==> src/rtl/grf_trace_dumper_pkg.sv <==
// Shared definitions for the GRF trace dumper: record kinds, FSM encoding,
// register-file geometry and a small index helper.
package grf_trace_dumper_pkg;

  localparam int unsigned NUM_REGS = 32;
  localparam int unsigned REG_W    = 5;
  localparam int unsigned DATA_W   = 32;

  localparam logic KIND_TRACE = 1'b0;
  localparam logic KIND_DUMP  = 1'b1;

  typedef enum logic [1:0] {
    IDLE  = 2'd0,
    DRAIN = 2'd1,
    SCAN  = 2'd2
  } state_e;

  // True when idx is the last architectural register.
  function automatic logic is_last_reg(input logic [REG_W-1:0] idx);
    return idx == REG_W'(NUM_REGS - 1);
  endfunction

endpackage

==> src/rtl/grf_trace_dumper_trace_fifo.sv <==
// Synchronous FIFO buffering snooped register writes.
// Ports: clk/rst_n (sync active-low), push_i/wdata_i write side,
// pop_i read side, head_o current head entry, full_o/empty_o status.
// A push into a full FIFO is accepted only when a pop happens the same cycle.
module grf_trace_dumper_trace_fifo #(
  parameter int unsigned WIDTH = 69,
  parameter int unsigned DEPTH = 8
) (
  input  logic             clk,
  input  logic             rst_n,
  input  logic             push_i,
  input  logic [WIDTH-1:0] wdata_i,
  input  logic             pop_i,
  output logic [WIDTH-1:0] head_o,
  output logic             full_o,
  output logic             empty_o
);

  localparam int unsigned AW = (DEPTH > 2) ? $clog2(DEPTH) : 1;
  localparam int unsigned PW = AW + 1;

  logic [WIDTH-1:0] mem_q [DEPTH];
  logic [PW-1:0]    wr_q;
  logic [PW-1:0]    rd_q;
  logic             do_push;
  logic             do_pop;

  // Extra pointer bit distinguishes full from empty when the indices match.
  assign empty_o = (wr_q == rd_q);
  assign full_o  = (wr_q[AW] != rd_q[AW]) && (wr_q[AW-1:0] == rd_q[AW-1:0]);
  assign do_pop  = pop_i && !empty_o;
  assign do_push = push_i && (!full_o || do_pop);
  assign head_o  = mem_q[rd_q[AW-1:0]];

  // Pointer registers.
  always_ff @(posedge clk) begin
    if (!rst_n) begin
      wr_q <= '0;
      rd_q <= '0;
    end else begin
      if (do_push) wr_q <= wr_q + PW'(1);
      if (do_pop)  rd_q <= rd_q + PW'(1);
    end
  end

  // Storage; contents are don't-care until written.
  always_ff @(posedge clk) begin
    if (do_push) mem_q[wr_q[AW-1:0]] <= wdata_i;
  end

endmodule

==> src/rtl/grf_trace_dumper.sv <==
// GRF trace dumper: snoops register-file writes into a trace FIFO and, on
// DumpReq, walks all 32 registers through a read port. Both record kinds
// leave through one registered valid/ready output stage.
// Ports: Clk/Reset (sync active-low); WE/RW/WD/WPC snooped write port;
// DumpReq dump trigger; RA/busA GRF read port; out_* record stream;
// busy (dump in progress); overflow (sticky dropped-write flag).
module grf_trace_dumper
  import grf_trace_dumper_pkg::*;
#(
  parameter int unsigned FIFO_DEPTH = 8,
  parameter int unsigned PC_W       = 32
) (
  input  logic              Clk,
  input  logic              Reset,
  input  logic              WE,
  input  logic [4:0]        RW,
  input  logic [31:0]       WD,
  input  logic [PC_W-1:0]   WPC,
  input  logic              DumpReq,
  output logic [4:0]        RA,
  input  logic [31:0]       busA,
  output logic              out_valid,
  input  logic              out_ready,
  output logic              out_kind,
  output logic [PC_W-1:0]   out_pc,
  output logic [4:0]        out_reg,
  output logic [31:0]       out_data,
  output logic              busy,
  output logic              overflow
);

  localparam int unsigned REC_W = PC_W + REG_W + DATA_W;

  state_e            state_q, state_d;
  logic [REG_W-1:0]  idx_q, idx_d;
  logic              valid_q, valid_d;
  logic              kind_q, kind_d;
  logic [PC_W-1:0]   pc_q, pc_d;
  logic [REG_W-1:0]  reg_q, reg_d;
  logic [DATA_W-1:0] data_q, data_d;
  logic              busy_q, busy_d;
  logic              ovf_q, ovf_d;

  logic              capture;
  logic              load_en;
  logic              fifo_pop;
  logic              fifo_full;
  logic              fifo_empty;
  logic [REC_W-1:0]  fifo_head;

  // Writes to r0 carry no architectural state and are never traced.
  assign capture = WE && (RW != '0);
  assign load_en = !valid_q || out_ready;

  grf_trace_dumper_trace_fifo #(
    .WIDTH (REC_W),
    .DEPTH (FIFO_DEPTH)
  ) u_fifo (
    .clk     (Clk),
    .rst_n   (Reset),
    .push_i  (capture),
    .wdata_i ({WPC, RW, WD}),
    .pop_i   (fifo_pop),
    .head_o  (fifo_head),
    .full_o  (fifo_full),
    .empty_o (fifo_empty)
  );

  // Next-state, output-stage load and FIFO pop.
  always_comb begin
    state_d  = state_q;
    idx_d    = idx_q;
    valid_d  = valid_q;
    kind_d   = kind_q;
    pc_d     = pc_q;
    reg_d    = reg_q;
    data_d   = data_q;
    ovf_d    = ovf_q;
    busy_d   = busy_q;
    fifo_pop = 1'b0;

    unique case (state_q)
      IDLE, DRAIN: begin
        if (load_en) begin
          if (!fifo_empty) begin
            fifo_pop = 1'b1;
            valid_d  = 1'b1;
            kind_d   = KIND_TRACE;
            {pc_d, reg_d, data_d} = fifo_head;
          end else begin
            valid_d = 1'b0;
          end
        end
        if (state_q == IDLE) begin
          if (DumpReq) state_d = DRAIN;
        end else if (fifo_empty && load_en) begin
          // All older trace records are out; the scan starts next cycle.
          state_d = SCAN;
          idx_d   = '0;
        end
      end
      SCAN: begin
        // FIFO is frozen here; new writes queue up behind the dump.
        if (load_en) begin
          valid_d = 1'b1;
          kind_d  = KIND_DUMP;
          pc_d    = '0;
          reg_d   = idx_q;
          data_d  = busA;
          if (is_last_reg(idx_q)) begin
            state_d = IDLE;
            idx_d   = '0;
          end else begin
            idx_d = idx_q + REG_W'(1);
          end
        end
      end
      default: state_d = IDLE;
    endcase

    if (capture && fifo_full && !fifo_pop) ovf_d = 1'b1;
    busy_d = (state_d != IDLE);
  end

  // State and output registers.
  always_ff @(posedge Clk) begin
    if (!Reset) begin
      state_q <= IDLE;
      idx_q   <= '0;
      valid_q <= 1'b0;
      kind_q  <= KIND_TRACE;
      pc_q    <= '0;
      reg_q   <= '0;
      data_q  <= '0;
      busy_q  <= 1'b0;
      ovf_q   <= 1'b0;
    end else begin
      state_q <= state_d;
      idx_q   <= idx_d;
      valid_q <= valid_d;
      kind_q  <= kind_d;
      pc_q    <= pc_d;
      reg_q   <= reg_d;
      data_q  <= data_d;
      busy_q  <= busy_d;
      ovf_q   <= ovf_d;
    end
  end

  // idx_q is held at zero outside SCAN, so it drives the read port directly.
  assign RA        = idx_q;
  assign out_valid = valid_q;
  assign out_kind  = kind_q;
  assign out_pc    = pc_q;
  assign out_reg   = reg_q;
  assign out_data  = data_q;
  assign busy      = busy_q;
  assign overflow  = ovf_q;

endmodule
==> config.mk <==
export PLATFORM = sky130hd
export DESIGN_NAME = grf_trace_dumper
export DESIGN_NICKNAME = d
export VERILOG_FILES = /design/src/rtl/grf_trace_dumper_pkg.sv /design/src/rtl/grf_trace_dumper_trace_fifo.sv /design/src/rtl/grf_trace_dumper.sv
export SDC_FILE = /design/constraint.sdc
export NUM_CORES = 1
export LEC_CHECK = 0
export BUFFER_PORTS_ARGS = -buffer_cell sky130_fd_sc_hd__buf_2
export CAP_MARGIN = 20
export CELL_PAD_IN_SITES_DETAIL_PLACEMENT = 0
export CELL_PAD_IN_SITES_GLOBAL_PLACEMENT = 1
export CORE_MARGIN = 8
export CORE_UTILIZATION = 54
export CTS_BUF_LIST = sky130_fd_sc_hd__clkbuf_4 sky130_fd_sc_hd__clkbuf_8
export DETAILED_ROUTE_END_ITERATION = 12
export PLACE_DENSITY_LB_ADDON = 0.1
export SLEW_MARGIN = 25
export SYNTH_ARGS = -nofsm -noshare
export SYNTH_HDL_FRONTEND = slang
export SYNTH_SLANG_ARGS = --single-unit
==> constraint.sdc <==
create_clock -name Clk -period 13.2 [get_ports Clk]
set_clock_uncertainty 0.2 [all_clocks]
set_input_delay 2.64 -clock Clk [delete_from_list [all_inputs] [get_ports Clk]]
set_output_delay 2.64 -clock Clk [all_outputs]
set_load 0.005 [all_outputs]
# Yosys cells after proc, flatten, opt, wreduce, memory -nomap -nowiden
# Memory sizes are Yosys's and may differ from the RTL's. A register that Yosys moved wholly into a read port is not among the register bits.
# Index checks and enable logic that the tools add are counted.
# word_totals
memories,1
regBits,88
out_inout_bits,78
in_bits,106
ramBits,552
word_cells,83
# memory_table
name,words,word_bits,rd,rd_clocked_by_memory_dff,wr,line_no,source
u_fifo.mem_q,8,69,1,1,1,grf_trace_dumper_trace_fifo.sv:22,logic [WIDTH-1:0] mem_q [DEPTH];
# op_classes
reduce_logical,21
eq_ne,11
n_mux,36
n_addsub,3
# ops
cell,count
32-bit two-way mux,6
32-bit case mux with 2 select lines,2
5-bit two-way mux,7
5-bit case mux with 2 select lines,2
2-bit two-way mux,5
2-bit != test (second input constant),5
1-bit two-way mux,9
4-bit by 1-bit adder with 4-bit output (second input constant),2
4-bit AND reduction,2
1-bit logical AND,7
3-bit two-way mux,2
5-bit by 1-bit adder with 5-bit output (second input constant),1
5-bit equality test (second input constant),1
5-bit nonzero test,1
4-bit equality test,1
1-bit logical NOT,4
1-bit case mux with 2 select lines,2
2-bit case mux with 2 select lines,1
2-bit nonzero test,2
3-bit equality test,1
3-bit AND reduction,1
2-bit by 1-bit equality test with 1-bit output (second input constant),1
2-bit equality test (second input constant),1
2-bit logical NOT,1
other kinds (3),4

# Logic depth before layout (Yosys ltp)
# logic_depth
ltp_word,9
depth_mapped,8
ltp_nobuf,7

# Hierarchy
# A second synthesis with hierarchy kept.
# unflattened
cells_unflattened,1238
hier_area_um2,24790.0
# modules_own_cells
mod,cells_each,instances,area_each_um2
grf_trace_dumper_trace_fifo,869,1,21304.2
grf_trace_dumper,369,1,3485.8

# Least setup slack after synthesis
# No wires, ideal clock.
# synth_timing
kind,input -> register
start,input port out_ready
end,memory u_fifo.mem_q[4][0] (enable)
arrival_ns,10.449
setup_slack_ns,1.860
path_stages,5
setup_time_ns,0.691
required_time_ns,12.309
cell_sequence,nand2b_1 > nand2b_1 > clkbuf_1 > a21o_1 > nor4b_1
# synth_between
elab_chain_len,8
# synth_rtl
item,line_no,source
start: declaration,grf_trace_dumper.sv:23,"input logic out_ready,"
1-bit logical OR,grf_trace_dumper.sv:53,assign load_en = !valid_q || out_ready;
1-bit two-way mux,grf_trace_dumper.sv:84,if (load_en) begin
1-bit two-way mux,grf_trace_dumper.sv:82,unique case (state_q)
1-bit logical AND,grf_trace_dumper_trace_fifo.sv:31,assign do_pop = pop_i && !empty_o;
1-bit logical OR,grf_trace_dumper_trace_fifo.sv:32,assign do_push = push_i && (!full_o || do_pop);
1-bit logical AND,grf_trace_dumper_trace_fifo.sv:32,
1-bit two-way mux,grf_trace_dumper_trace_fifo.sv:48,if (do_push) mem_q[wr_q[AW-1:0]] <= wdata_i;
1-bit two-way mux (not written as such),grf_trace_dumper_trace_fifo.sv:48,
end: declaration,grf_trace_dumper_trace_fifo.sv:22,
# Every way passes these cells.

# Worst setup path in the final report
# layout_timing
start,input port out_ready
end,memory u_fifo.mem_q[5][8] (enable)
# The elaborated chain is that of the path after synthesis.

==> flow_metrics.env <==
export IMPL_run_status="complete, no violations"
export IMPL_insertion_delay_ns=0.66
export IMPL_hold_viol_final=0
export IMPL_root_buffer="clkbuf_8"
export IMPL_rsz0062_at_grt="no"
export IMPL_actual_transition_at_the_worst_max_transition_pin_ns=1.01
export IMPL_setup_total_negative_slack_ns=0
export IMPL_route_detailed_drc=0
export IMPL_grt_antenna_before_repair=7
export IMPL_design_portCount=184
export IMPL_hold_buffers=0
export IMPL_initial_core_util_pct=54.5
export IMPL_nNetsFinal=1581
export IMPL_cts_buffers_inserted=100
export IMPL_synthesized_area_um2=24600
export IMPL_post_synth_inst_count=1241
export IMPL_critical_path_startpoint_type="input pin"
export IMPL_synth_area_top_cells="edfxtp_1 67%, mux4_2 12%, dfxtp_1 7.4%"
export IMPL_groute_usage_overall_pct=20.1
export IMPL_core_area_um2=45200
export IMPL_postSynthNetCount=1351
export IMPL_crit_required_ns=13.27
export IMPL_final_max_slew_violation_count=0
export IMPL_cts_repair_timing_setup_buffer_count=0
export IMPL_yosys_cell_count_top_type="edfxtp_1"
export IMPL_cts_root_to_sink_buffers=3
export IMPL_synth_commonest_cells="552 x edfxtp_1, 126 x mux4_2, 91 x dfxtp_1"
export IMPL_synth_edf_count=552
export IMPL_grt_first_pass_wirelength_mm=80.9
export IMPL_sequential_cell_area_fraction_in_the_yosys_report_pct=74.6
export IMPL_postSynthAreaPerCell_um2=19.9
export IMPL_num_antenna_cells=0
export IMPL_yosys_area_share_adder_pct=0.203
export IMPL_most_frequently_used_flop_master_after_synthesis="edfxtp_1"
export IMPL_crit_path_cell_chain="buf_2, nand2b_1, nand2b_1, a21oi_1, and4b_4, buf_4"
export IMPL_p_total_uw=5170
export IMPL_synthesis_yosys_warnings=0
export IMPL_final_antenna_net_count=0
export IMPL_share_of_flip_flops_with_an_asynchronous_set_or_reset_pct=0
export IMPL_synth_top_area_cell="edfxtp_1"
export IMPL_weighted_congestion_reported_at_the_end_of_routability_driven_placement=0.724
export IMPL_drtPass1Iterations=5
export IMPL_relSlewSlack_pct=32.3
export IMPL_wire_per_inst_um=24.8
export IMPL_layout_worst_path_cycle_share_pct=38.7
export IMPL_setup_violations_final=0
export IMPL_max_ffs_per_register=552
export IMPL_cts_tree="done"
export IMPL_final_layout_size_suffix_gt1_share_pct=33.7
export IMPL_dieArea_um2=52700
export IMPL_number_of_global_route_vias_before_repair=13244
export IMPL_port_buffers=183
export IMPL_number_of_distinct_standard_cells_referenced_by_the_synthesized_netlist=50
export IMPL_routed_wl_mm=53.3
export IMPL_holdCritPathClass="register to register"
export IMPL_cell_row_count=78
export IMPL_cts_sinks=643
export IMPL_maxCapViolCount=0
export IMPL_combinational_family_with_the_most_area_after_synthesis="multiplexers"
export IMPL_post_cts_resize_count=0
export IMPL_yosys_area_share_xor_xnor_pct=0.173
export IMPL_slowest_stage="and4b_4"
export IMPL_pwr_density_nw_per_um2=183
export IMPL_dr_first_iter_drc_count=1002
export IMPL_chipWidth_um=230
export IMPL_holdWs_ns=0.256
export IMPL_synthSimpleGateAreaFrac_pct=2.50
export IMPL_total_leakage_power_uw=0.00936
export IMPL_h_tree_levels=3
export IMPL_synth_largest_type_area_fraction_pct=67.2
export IMPL_via_count=12746
export IMPL_synth_compound_area_share_pct=5.30
export IMPL_timing_critical_path_fanout_max=36
export IMPL_final_util_pct=62.5
export IMPL_place_detailed_hpwl_mm=29.0
export IMPL_synth_area_mux_share_pct=14.5
export IMPL_area_delta_synth_final_pct=14.5
export IMPL_worstSetupEndpointType="register"
export IMPL_globalRouteOverflowTotal=0
export IMPL_slowest_delay_ns=0.78
export IMPL_die_height_um=230
export IMPL_grt_max_degree=77
export IMPL_worst_path_most_repeated_cell="nand2b_1"
export IMPL_power_ir_vdd_worst_mv=0.113
export IMPL_cp_arrival_ns=5.17
export IMPL_postSynthRegisterBits=643
export IMPL_timing_setup_critical_path_class="input pin to register"
export IMPL_detail_route_vias_per_cell=5.92
export IMPL_max_freq_ghz=0.196
export IMPL_path_clk_slew_ns=0.06
export IMPL_period_minus_slack_ns=5.10
-- routing by layer --
| layer | vias up | global-route usage, % | wire, µm |
|---|---|---|---|
| li1 | 5606 | - | - |
| met1 | 6674 | 27.2 | 23200 |
| met2 | 371 | 32.5 | 26000 |
| met3 | 81 | 4.42 | 3080 |
| met4 | 14 | 6.69 | 978 |
| met5 | - | 0 | 87 |
-- path summary, 6_finish.rpt --
path                            cells past startpoint  slack [ns]                           end               startpoint
worst min register to register                      2        0.26       out_reg[1]$_SDFFE_PN0P_  out_reg[1]$_SDFFE_PN0P_
worst min-delay path                                2        0.26       out_reg[1]$_SDFFE_PN0P_  out_reg[1]$_SDFFE_PN0P_
worst max register to register                      6        9.57      out_data[0]$_SDFFE_PN0P_                 register
worst max-delay path                                6        8.10  u_fifo.mem_q[5][8]$_DFFE_PP_                out_ready
-- logic make-up after synthesis --
kind of cell               count (synthesis)
DFF                                      643
adders and majority gates                  4
and+or+nand+nor                          113
muxes                                    181
buffers and inverters                    123
AOI/OAI and AO/OA                        173
xor gates and xnor gates                   4
-- worst max-delay path, delay by kind of cell --
kind | cells | cell delay (ns)
buffers and inverters | 2 | 0.72
and+or+nand+nor | 3 | 1.31
AOI/OAI and AO/OA | 1 | 0.46
-- cell usage in the layout, fill, tap and decap left out, types with 2 or more instances in the layout --
cell        Yosys  routed
nand3_1         4       4
a221oi_1       29      29
a22oi_1        35      35
edfxtp_1      552     552
nand2b_1       41      40
bufinv_16       0       8
buf_6           9       2
nand2_1        39      39
ha_1            4       4
clkbuf_8        0     101
or3_1           2       2
clkbuf_4        0      35
o211ai_1        3       3
or4_1           2       2
inv_1          40      40
and4b_4         0       2
mux2i_1        43      43
a31oi_1         3       3
nor2_4          1       2
nor2_1          7       7
clkinvlp_4      0       5
a311oi_1       32      32
dfxtp_4         0       3
a221oi_2        8       8
xnor2_1         3       3
mux4_1         12      12
mux4_2        126     126
clkinv_2        0      11
nor4b_2         0       3
a21oi_1        13      13
buf_16          0       2
clkinv_1        0      25
buf_2          26     183
buf_4          12      22
nor3_1          3       2
a211oi_1        2       2
dfxtp_1        91      88
o21ai_0        40      40
-- through the flow --
stage | worst slack (ns) | std cells | cell area, µm²
final | 8.10 | 2154 | 28200
after global routing | 7.89 | 2154 | 28200
after CTS | 8.12 | 2152 | 28200
after detailed placement | 7.43 | 1967 | 26100
after global placement | 7.46 | 1966 | 26100
after floorplan | 1.86 | 1241 | 24600
-- layout make-up --
| cell class | count | area (µm²) |
|---|---|---|
| clock inverters | 49 | 427 |
| multi-input cells | 475 | 5660 |
| flip-flops and latches | 643 | 18400 |
| repair buffers | 210 | 1180 |
| clock buffers | 136 | 1650 |
| fillers | 3245 | 17000 |
| inverters | 41 | 154 |
| well taps | 600 | 751 |
-- report_power, final --
| part | switching, µW | leakage (µW) | internal (µW) |
|---|---|---|---|
| clock network | 744 | 0.00108 | 970 |
| logic | 561 | 0.00251 | 468 |
| registers | 92.9 | 0.00577 | 2340 |
| total | 1400 | 0.00936 | 3780 |
(Power assumes the default switching activity.)
